$ cat src/rtl/dcache_miss_controller.sv
// rtl/dcache_miss_controller.sv - data cache miss/store sequencer between datapath and memory
// Optional stall counter (Stall_Count port) is built when DCACHE_STALL_CNT_EN is defined.
module dcache_miss_controller #(
  parameter int WORDS_PER_BLOCK = 4,
  parameter int OFF_W           = $clog2(WORDS_PER_BLOCK)
) (
  input  logic             CLK,
  input  logic             RST,
  input  logic             MemRead,
  input  logic             MemWrite,
  input  logic             Cache_Hit,
  input  logic             Mem_Ready,
  output logic             Stall,
  output logic             Mem_Req,
  output logic             Mem_We,
  output logic [OFF_W-1:0] Refill_Offset,
  output logic             Cache_Fill_En,
  output logic             Cache_Update_En
`ifdef DCACHE_STALL_CNT_EN
  ,
  output logic [31:0]      Stall_Count
`endif
);

  typedef enum logic [1:0] {IDLE, REFILL, WRITE, RELEASE} state_t;

  localparam logic [OFF_W-1:0] LAST_OFF = OFF_W'(WORDS_PER_BLOCK - 1);

  state_t           state_q, state_d;
  logic [OFF_W-1:0] offset_q, offset_d;
  logic             hit_q, hit_d;
  logic             mem_req_q, mem_req_d;
  logic             mem_we_q, mem_we_d;

  always_comb begin
    state_d         = state_q;
    offset_d        = offset_q;
    hit_d           = hit_q;
    mem_req_d       = 1'b0;
    mem_we_d        = 1'b0;
    Stall           = 1'b0;
    Cache_Fill_En   = 1'b0;
    Cache_Update_En = 1'b0;
    case (state_q)
      IDLE: begin
        Stall = MemWrite | (MemRead & ~Cache_Hit);
        // Stores win over loads when both are flagged.
        if (MemWrite) begin
          state_d   = WRITE;
          hit_d     = Cache_Hit;
          mem_req_d = 1'b1;
          mem_we_d  = 1'b1;
        end else if (MemRead && !Cache_Hit) begin
          state_d   = REFILL;
          offset_d  = '0;
          mem_req_d = 1'b1;
        end
      end
      REFILL: begin
        Stall     = 1'b1;
        mem_req_d = 1'b1;
        if (Mem_Ready) begin
          Cache_Fill_En = 1'b1;
          offset_d      = offset_q + OFF_W'(1);
          if (offset_q == LAST_OFF) begin
            state_d   = RELEASE;
            mem_req_d = 1'b0;
          end
        end
      end
      WRITE: begin
        Stall = 1'b1;
        if (Mem_Ready) begin
          Cache_Update_En = hit_q;
          state_d         = RELEASE;
        end else begin
          mem_req_d = 1'b1;
          mem_we_d  = 1'b1;
        end
      end
      RELEASE: state_d = IDLE;
      default: state_d = IDLE;
    endcase
  end

  always_ff @(posedge CLK or negedge RST) begin
    if (!RST) begin
      state_q   <= IDLE;
      offset_q  <= '0;
      hit_q     <= 1'b0;
      mem_req_q <= 1'b0;
      mem_we_q  <= 1'b0;
    end else begin
      state_q   <= state_d;
      offset_q  <= offset_d;
      hit_q     <= hit_d;
      mem_req_q <= mem_req_d;
      mem_we_q  <= mem_we_d;
    end
  end

  assign Mem_Req       = mem_req_q;
  assign Mem_We        = mem_we_q;
  assign Refill_Offset = offset_q;

`ifdef DCACHE_STALL_CNT_EN
  logic [31:0] stall_cnt_q, stall_cnt_d;

  always_comb begin
    stall_cnt_d = stall_cnt_q;
    if (Stall && (stall_cnt_q != 32'hFFFF_FFFF)) stall_cnt_d = stall_cnt_q + 32'd1;
  end

  always_ff @(posedge CLK or negedge RST) begin
    if (!RST) stall_cnt_q <= 32'd0;
    else      stall_cnt_q <= stall_cnt_d;
  end

  assign Stall_Count = stall_cnt_q;
`endif

endmodule

$ cat config.mk
export PLATFORM = sky130hd
export DESIGN_NAME = dcache_miss_controller
export DESIGN_NICKNAME = d
export VERILOG_FILES = /design/src/rtl/dcache_miss_controller.sv
export SDC_FILE = /design/constraint.sdc
export NUM_CORES = 1
export LEC_CHECK = 0
export ABC_AREA = 0
export BUFFER_PORTS_ARGS = -buffer_cell sky130_fd_sc_hd__clkbuf_2
export CAP_MARGIN = 25
export CORE_AREA = 2 2 39 41
export CTS_CLUSTER_SIZE = 24
export DETAILED_ROUTE_END_ITERATION = 8
export DIE_AREA = 0 0 41 43
export GPL_TIMING_DRIVEN = 0
export PLACE_DENSITY = 0.67
export SYNTH_ARGS = -nofsm -noshare
export SYNTH_HDL_FRONTEND = slang
export SYNTH_SLANG_ARGS = --single-unit
$ cat constraint.sdc
create_clock -name CLK -period 4.6 [get_ports CLK]
set_input_delay 0.46 -clock CLK [delete_from_list [all_inputs] [get_ports CLK]]
set_output_delay 0.46 -clock CLK [all_outputs]
set_load 0.05 [all_outputs]
==> flow_summary.yaml, run 1 <==
floorplanning:
  initial_core_util: 0.365
  placeableCoreArea_mm2: 0.00138
  rows: 14
  die_width_um: 41
  die_area_mm2: 0.00176
  pin_count: 13
  chipHeight_um: 43
grt:
  first_global_vias: 369
  grt.total_usage: 0.125
  global_route_wire_length_before_repair_mm: 1.42
  largest_net_degree_at_the_start_of_global_routing: 10
  grt-ovfl-total: 0
  antenna_found_initial: 0
placed_design:
  place_ws_ps: 2600
  buffers_on_ports: 12
  routabilityCongestion: 0.647
  place_hpwl_um: 783
sta:
  timing.setup.tns_ps: 0
  finalHoldViolCount: 0
  layout_setup_ws_ps: 2350
  timing.clock.skew_ps: 2.06
  rsz_0062_raised_after_global_routing: "false"
  max_freq_mhz: 444
  worstMarginPinSlew_ps: 330
  report.final.slew_viol_count: 0
  setup_viol: 0
  layout_min_cycle_time_ps: 2250
  max_slew_headroom: 0.780
  period_share: 0.490
route:
  ant_nets: 0
  vias_per_cell: 5.11
  num_vias: 419
  detail_route.first_pass.iterations: 4
  drt-initial-drc-count: 7
  routedWlPerCell_um: 11.5
  finalWirelength_um: 947
  drc_errors_left: 0
clock_network:
  clock_pin_slew_on_the_worst_setup_and_hold_paths_ps: 50
  cts_tree: "built"
  cts_buffers: 3
  clk_path_buf_depth: 2
  clock_sink_count: 7
  root_buffer: "clkbuf_4"
  postCtsSetupRepairBufs: 0
  cts.htree.levels: 1
  post_cts_hold_buffer_count: 0
  cts_repair_resize_count: 0
  worst_skew_pair.late_latency_ps: 240
yosys:
  synth_area_um2: 505
  ys_seq_elements: 7
  yosys.cell_types.count: 22
  post_syn_instances: 50
  mappedNetlistNets: 62
  share_of_the_synthesized_area_in_the_top_cell_type: 0.347
  synth-warning-count: 0
  yosysSeqAreaShare: 0.347
  postSynthAreaPerCell_um2: 10.1
  most_area_hungry_cell_type_in_the_yosys_netlist: "dfrtp_1"
  synth_top_cells_by_area: "dfrtp_1, ha_1, a2111oi_4"
finish:
  regArea_um2: 175
  postLayoutCoreUtil: 0.442
  area_growth_syn_to_layout_pct: 21.0
  layout_fillers: 150
  multiInputGateArea_um2: 307
  layout_net_count: 79
  antenna-diode-count: 0
  layout-drive-gt1-share: 0.364
worst_setup_path:
  critPathMaxStageDelay_ps: 410
  timing.reg2reg.setup_slack_ps: 2890
  timing.critical_path.max_delay_family: "buffers and inverters"
  reg2reg_to: "state_q[1]$_DFFE_PN0P_"
  cpMaxStageDelayCell: "dfrtp_1"
  reg2regPathDepth: 6
  endpoint_class_of_the_critical_path: "primary output"
  maximum_fanout_along_the_worst_path: 9
  setup.worst_path.class: "flop to primary output"
  cp_cell_sequence: "inv_1 -> ha_1 -> buf_2 -> a21bo_2 -> a21oi_1 -> clkbuf_2"
  critical_path.startpoint_type: "flop"
  critPathArrivalTime_ps: 1790
  regToRegStartpoint: "state_q[0]$_DFFE_PN0P_"
  critPathBufInv: 3
  timing.critical_path.required_ps: 4140
power:
  pwr_density_cell_mw_per_mm2: 805
  p_leak_nw: 0.314
  design_power_total_mw: 0.493
  max-vdd-ir-drop_mv: 0.297
outcome:
  outcome: "finished, final reports clean"
run:
  drv.max_cap_violation_count: 0
hold_path:
  hold_class: "input pin to asynchronous set/reset pin"
==> per-layer routing <==
metal / share of wire / vias up / GRT usage
met2: 0.50 / 9 / 0.188
met4: 0.015 / 0 / 0.120
met5: 0 / - / 0
met1: 0.44 / 198 / 0.141
met3: 0.044 / 2 / 0.0157
li1: - / 210 / -
==> placed cells by master (no fill, tap or decap), drive strengths merged <==
cell	n
a2111oi	1
a21bo	1
a21o	2
a21oi	4
a221oi	3
a2bb2oi	2
a31o	1
and2	1
and2b	1
and3	1
buf	1
clkbuf	16
dfrtp	7
ha	6
inv	5
mux2	1
nand2	2
nand2b	1
nand3	3
nor2	2
nor2b	3
o21ai	1
or3b	1
==> layout make-up <==
type,instances,area share
multi-input cells,37,0.501
flip-flops and latches,7,0.286
repair buffers,12,0.0982
clock buffers,4,0.0429
well taps,16,0.0327
inverters,5,0.0307
plain buffers,1,0.00818
==> cell usage after synthesis, drive strengths merged <==
cell,n
and3,1
a2111oi,1
a31o,1
a21oi,4
dfrtp,7
nand2b,1
nand3,3
a2bb2oi,2
nand2,2
nor2b,3
ha,6
nor2,2
and2,1
a21bo,1
or3b,1
mux2,1
a21o,2
buf,1
inv,5
a221oi,3
o21ai,1
and2b,1
==> cells by family (layout without fill, tap and decap cells) <==
family | after synthesis | in the layout | share of synthesized area
AOI/OAI and AO/OA | 15 | 15 | 0.262
and+or+nand+nor | 15 | 15 | 0.173
DFF | 7 | 7 | 0.347
adders and majority gates | 6 | 6 | 0.149
buffers and inverters | 6 | 22 | 0.0470
muxes | 1 | 1 | 0.0223
==> how the worst max path moves through the flow <==
stage / slack (ps) / cells after the start / start / end
final: 2350 / 6 / state_q[0]$_DFFE_PN0P_ / Stall
after global routing: 2260 / 6 / state_q[0]$_DFFE_PN0P_ / Stall
after CTS: 2330 / 6 / state_q[0]$_DFFE_PN0P_ / Stall
after detailed placement: 2600 / 6 / state_q[0]$_DFFE_PN0P_ / Stall
after global placement: 2620 / 6 / state_q[0]$_DFFE_PN0P_ / Stall
after floorplan: 2320 / 5 / state_q[0]$_DFFE_PN0P_ / Stall
==> power by group <==
part           internal, mW  switching (mW)
Sequential           0.0916          0.0206
Combinational         0.115           0.213
Clock                0.0329          0.0194
==> flip-flops by register name (all words and copies together), names as in the netlist <==
signal and flops:
Mem_Req 1, Mem_We 1, Refill_Offset 2, hit_q 1, state_q 2
==> worst reg2reg max path, delay by kind of cell, from the launching register on <==
| kind | cells | cell delay (ps) |
|---|---|---|
| buffers and inverters | 2 | 270 |
| adders and majority gates | 1 | 190 |
| AOI/OAI and AO/OA | 2 | 550 |
| and+or+nand+nor | 1 | 230 |
| DFF | 1 | 390 |
==> metrics by stage <==
| step | hold WS, ps | area [um^2] | instances |
|---|---|---|---|
| floorplan | 164 | 505 | 50 |
| global placement | 296 | 586 | 78 |
| detailed placement | 299 | 586 | 78 |
| CTS | 30.3 | 612 | 82 |
| global route | 37.1 | 612 | 82 |
| finish | 37.6 | 612 | 82 |
Power figures use the tool's default switching activity.
==> run 2: changes to the inputs <==
- clock period: 4.6 -> 2.1 ns (I/O delays scaled with it)
==> run 2 against run 1 <==
Against the previous run:
- sequential power grew 120%
- sequential share of layout area down 0.46 points
- routed wire length up 0.42%
- critical path depth did not move
- global-route usage up 0.20 points
- utilization up 0.72 points
- combinational power grew 120%
- worst hold slack better by 200 ps
- clock skew is the same
- critical path type unchanged
==> flow_summary.yaml, run 2 (synthesis results as in run 1) <==
finish:
  antenna-diode-count: 0
  layout.cells.most_common: "clkbuf_2"
  area_growth_syn_to_layout_pct: 23.0
  layoutNonFillerInstCount: 83
  layout-drive-gt1-share: 0.358
  layout_common_cells: "clkbuf_2, dfrtp_1, ha_1"
  layout_net_count: 80
route:
  drt-initial-drc-count: 7
  num_vias: 423
  ant_nets: 0
  finalWirelength_um: 951
  vias_per_cell: 5.10
  routedWlPerCell_um: 11.5
  drc_errors_left: 0
  detail_route.first_pass.iterations: 4
sta:
  setup_viol: 0
  period_share: 0.953
  timing.clock.skew_ps: 2.06
  rsz_0062_raised_after_global_routing: "false"
  max_freq_mhz: 499
  finalHoldViolCount: 0
  report.final.slew_viol_count: 0
  layout_min_cycle_time_ps: 2000
  timing.setup.tns_ps: 0
  max_slew_headroom: 0.780
  layout_setup_ws_ps: 97.7
  worstMarginPinSlew_ps: 330
worst_setup_path:
  critical_path.startpoint_type: "flop"
  cp_cell_sequence: "inv_1 -> ha_1 -> buf_2 -> a21bo_2 -> a21oi_1 -> clkbuf_2"
  timing.reg2reg.setup_slack_ps: 390
  reg2reg_to: "state_q[1]$_DFFE_PN0P_"
  cpMaxStageDelayCell: "dfrtp_1"
  endpoint_class_of_the_critical_path: "primary output"
  timing.critical_path.required_ps: 1890
  critPathArrivalTime_ps: 1790
  setup.worst_path.class: "flop to primary output"
  critPathMaxStageDelay_ps: 410
  maximum_fanout_along_the_worst_path: 9
  critical_path.endpoint: "Stall"
  reg2regPathDepth: 6
  startpoint: "state_q[0]$_DFFE_PN0P_"
  regToRegStartpoint: "state_q[0]$_DFFE_PN0P_"
grt:
  antenna_found_initial: 0
  global_route_wire_length_before_repair_mm: 1.45
  first_global_vias: 377
  grt.total_usage: 0.127
  grt-ovfl-total: 0
  largest_net_degree_at_the_start_of_global_routing: 10
clock_network:
  clk_path_buf_depth: 2
  worst_skew_pair.late_latency_ps: 240
  clock_pin_slew_on_the_worst_setup_and_hold_paths_ps: 50
  cts.htree.levels: 1
  cts_tree: "built"
  clock_sink_count: 7
  postCtsSetupRepairBufs: 0
  root_buffer: "clkbuf_4"
  cts_buffers: 3
run:
  drv.max_cap_violation_count: 0
floorplanning:
  chipHeight_um: 43
  rows: 14
  die_width_um: 41
  placeableCoreArea_mm2: 0.00138
  die_area_mm2: 0.00176
  pin_count: 13
  initial_core_util: 0.365
hold_path:
  hold_class: "input pin to flop"
outcome:
  outcome: "finished, final reports clean"
placed_design:
  routabilityCongestion: 0.647
  place_ws_ps: 351
  dp.cells: 78
  place_hpwl_um: 783
  buffers_on_ports: 12
power:
  p_leak_nw: 0.318
  pwr_density_cell_mw_per_mm2: 1740
  max-vdd-ir-drop_mv: 0.651
[run 2: how the worst min path moves through the flow]
stage              start                      endpoint  slack, ps  cells past startpoint
6_report       Cache_Hit             hit_q$_DFFE_PN0P_        240                      2
2_1_floorplan        RST             Mem_Req$_DFF_PN0_        -90                      0
5_1_grt        Cache_Hit             hit_q$_DFFE_PN0P_        250                      2
4_1_cts        Cache_Hit             hit_q$_DFFE_PN0P_        230                      2
3_3_place_gp         RST  Refill_Offset[0]$_DFFE_PN0P_         50                      1
3_5_place_dp         RST  Refill_Offset[1]$_DFFE_PN0P_         50                      1
[run 2: layout make-up]
cell class	count	area (um^2)
fillers	148	762
plain buffers	1	5.00
inverters	5	18.8
flip-flops and latches	7	175
clock buffers	4	26.3
well taps	16	20.0
multi-input cells	37	307
repair buffers	13	70.1
[run 2: routing by layer]
metal / GRT usage / share of wire / wire (um) / vias to the layer above
met2: 0.191 / 0.51 / 482 / 9
li1: - / - / - / 212
met4: 0.120 / 0.015 / 14 / 0
met1: 0.144 / 0.43 / 412 / 200
met5: 0 / 0 / 0 / -
met3: 0.0157 / 0.044 / 42 / 2
[run 2: critical path: cells and delay by family (launching register included)]
family / cells / cell delay (ps)
buf+inv: 3 / 610
flops: 1 / 410
fa+ha+maj: 1 / 140
compound gates: 2 / 390
[run 2: power breakdown]
part | internal (mW) | leakage [nW] | switching (mW) | total [mW]
Sequential | 0.201 | 0.0863 | 0.0451 | 0.246
Combinational | 0.254 | 0.217 | 0.466 | 0.721
Clock | 0.0720 | 0.0150 | 0.0424 | 0.114
[run 2: per-stage QoR]
stage / power (mW) / area (um^2) / hold slack [ps] / util
floorplan: 0.827 / 505 / -85.6 / -
global placement: 0.956 / 586 / 46.2 / 0.423
detailed placement: 0.973 / 586 / 48.7 / 0.423
CTS: 1.10 / 622 / 231 / 0.449
global route: 1.16 / 622 / 245 / 0.449
finish: 1.08 / 622 / 237 / 0.449
[run 2: what timing repair did]
| item | CTS | global route |
|---|---|---|
| hold buffers | 1 | 0 |
| setup endpoints to repair | 0 | 0 |
| gates resized for setup | 0 | 0 |
| hold endpoints to repair | 7 | 0 |
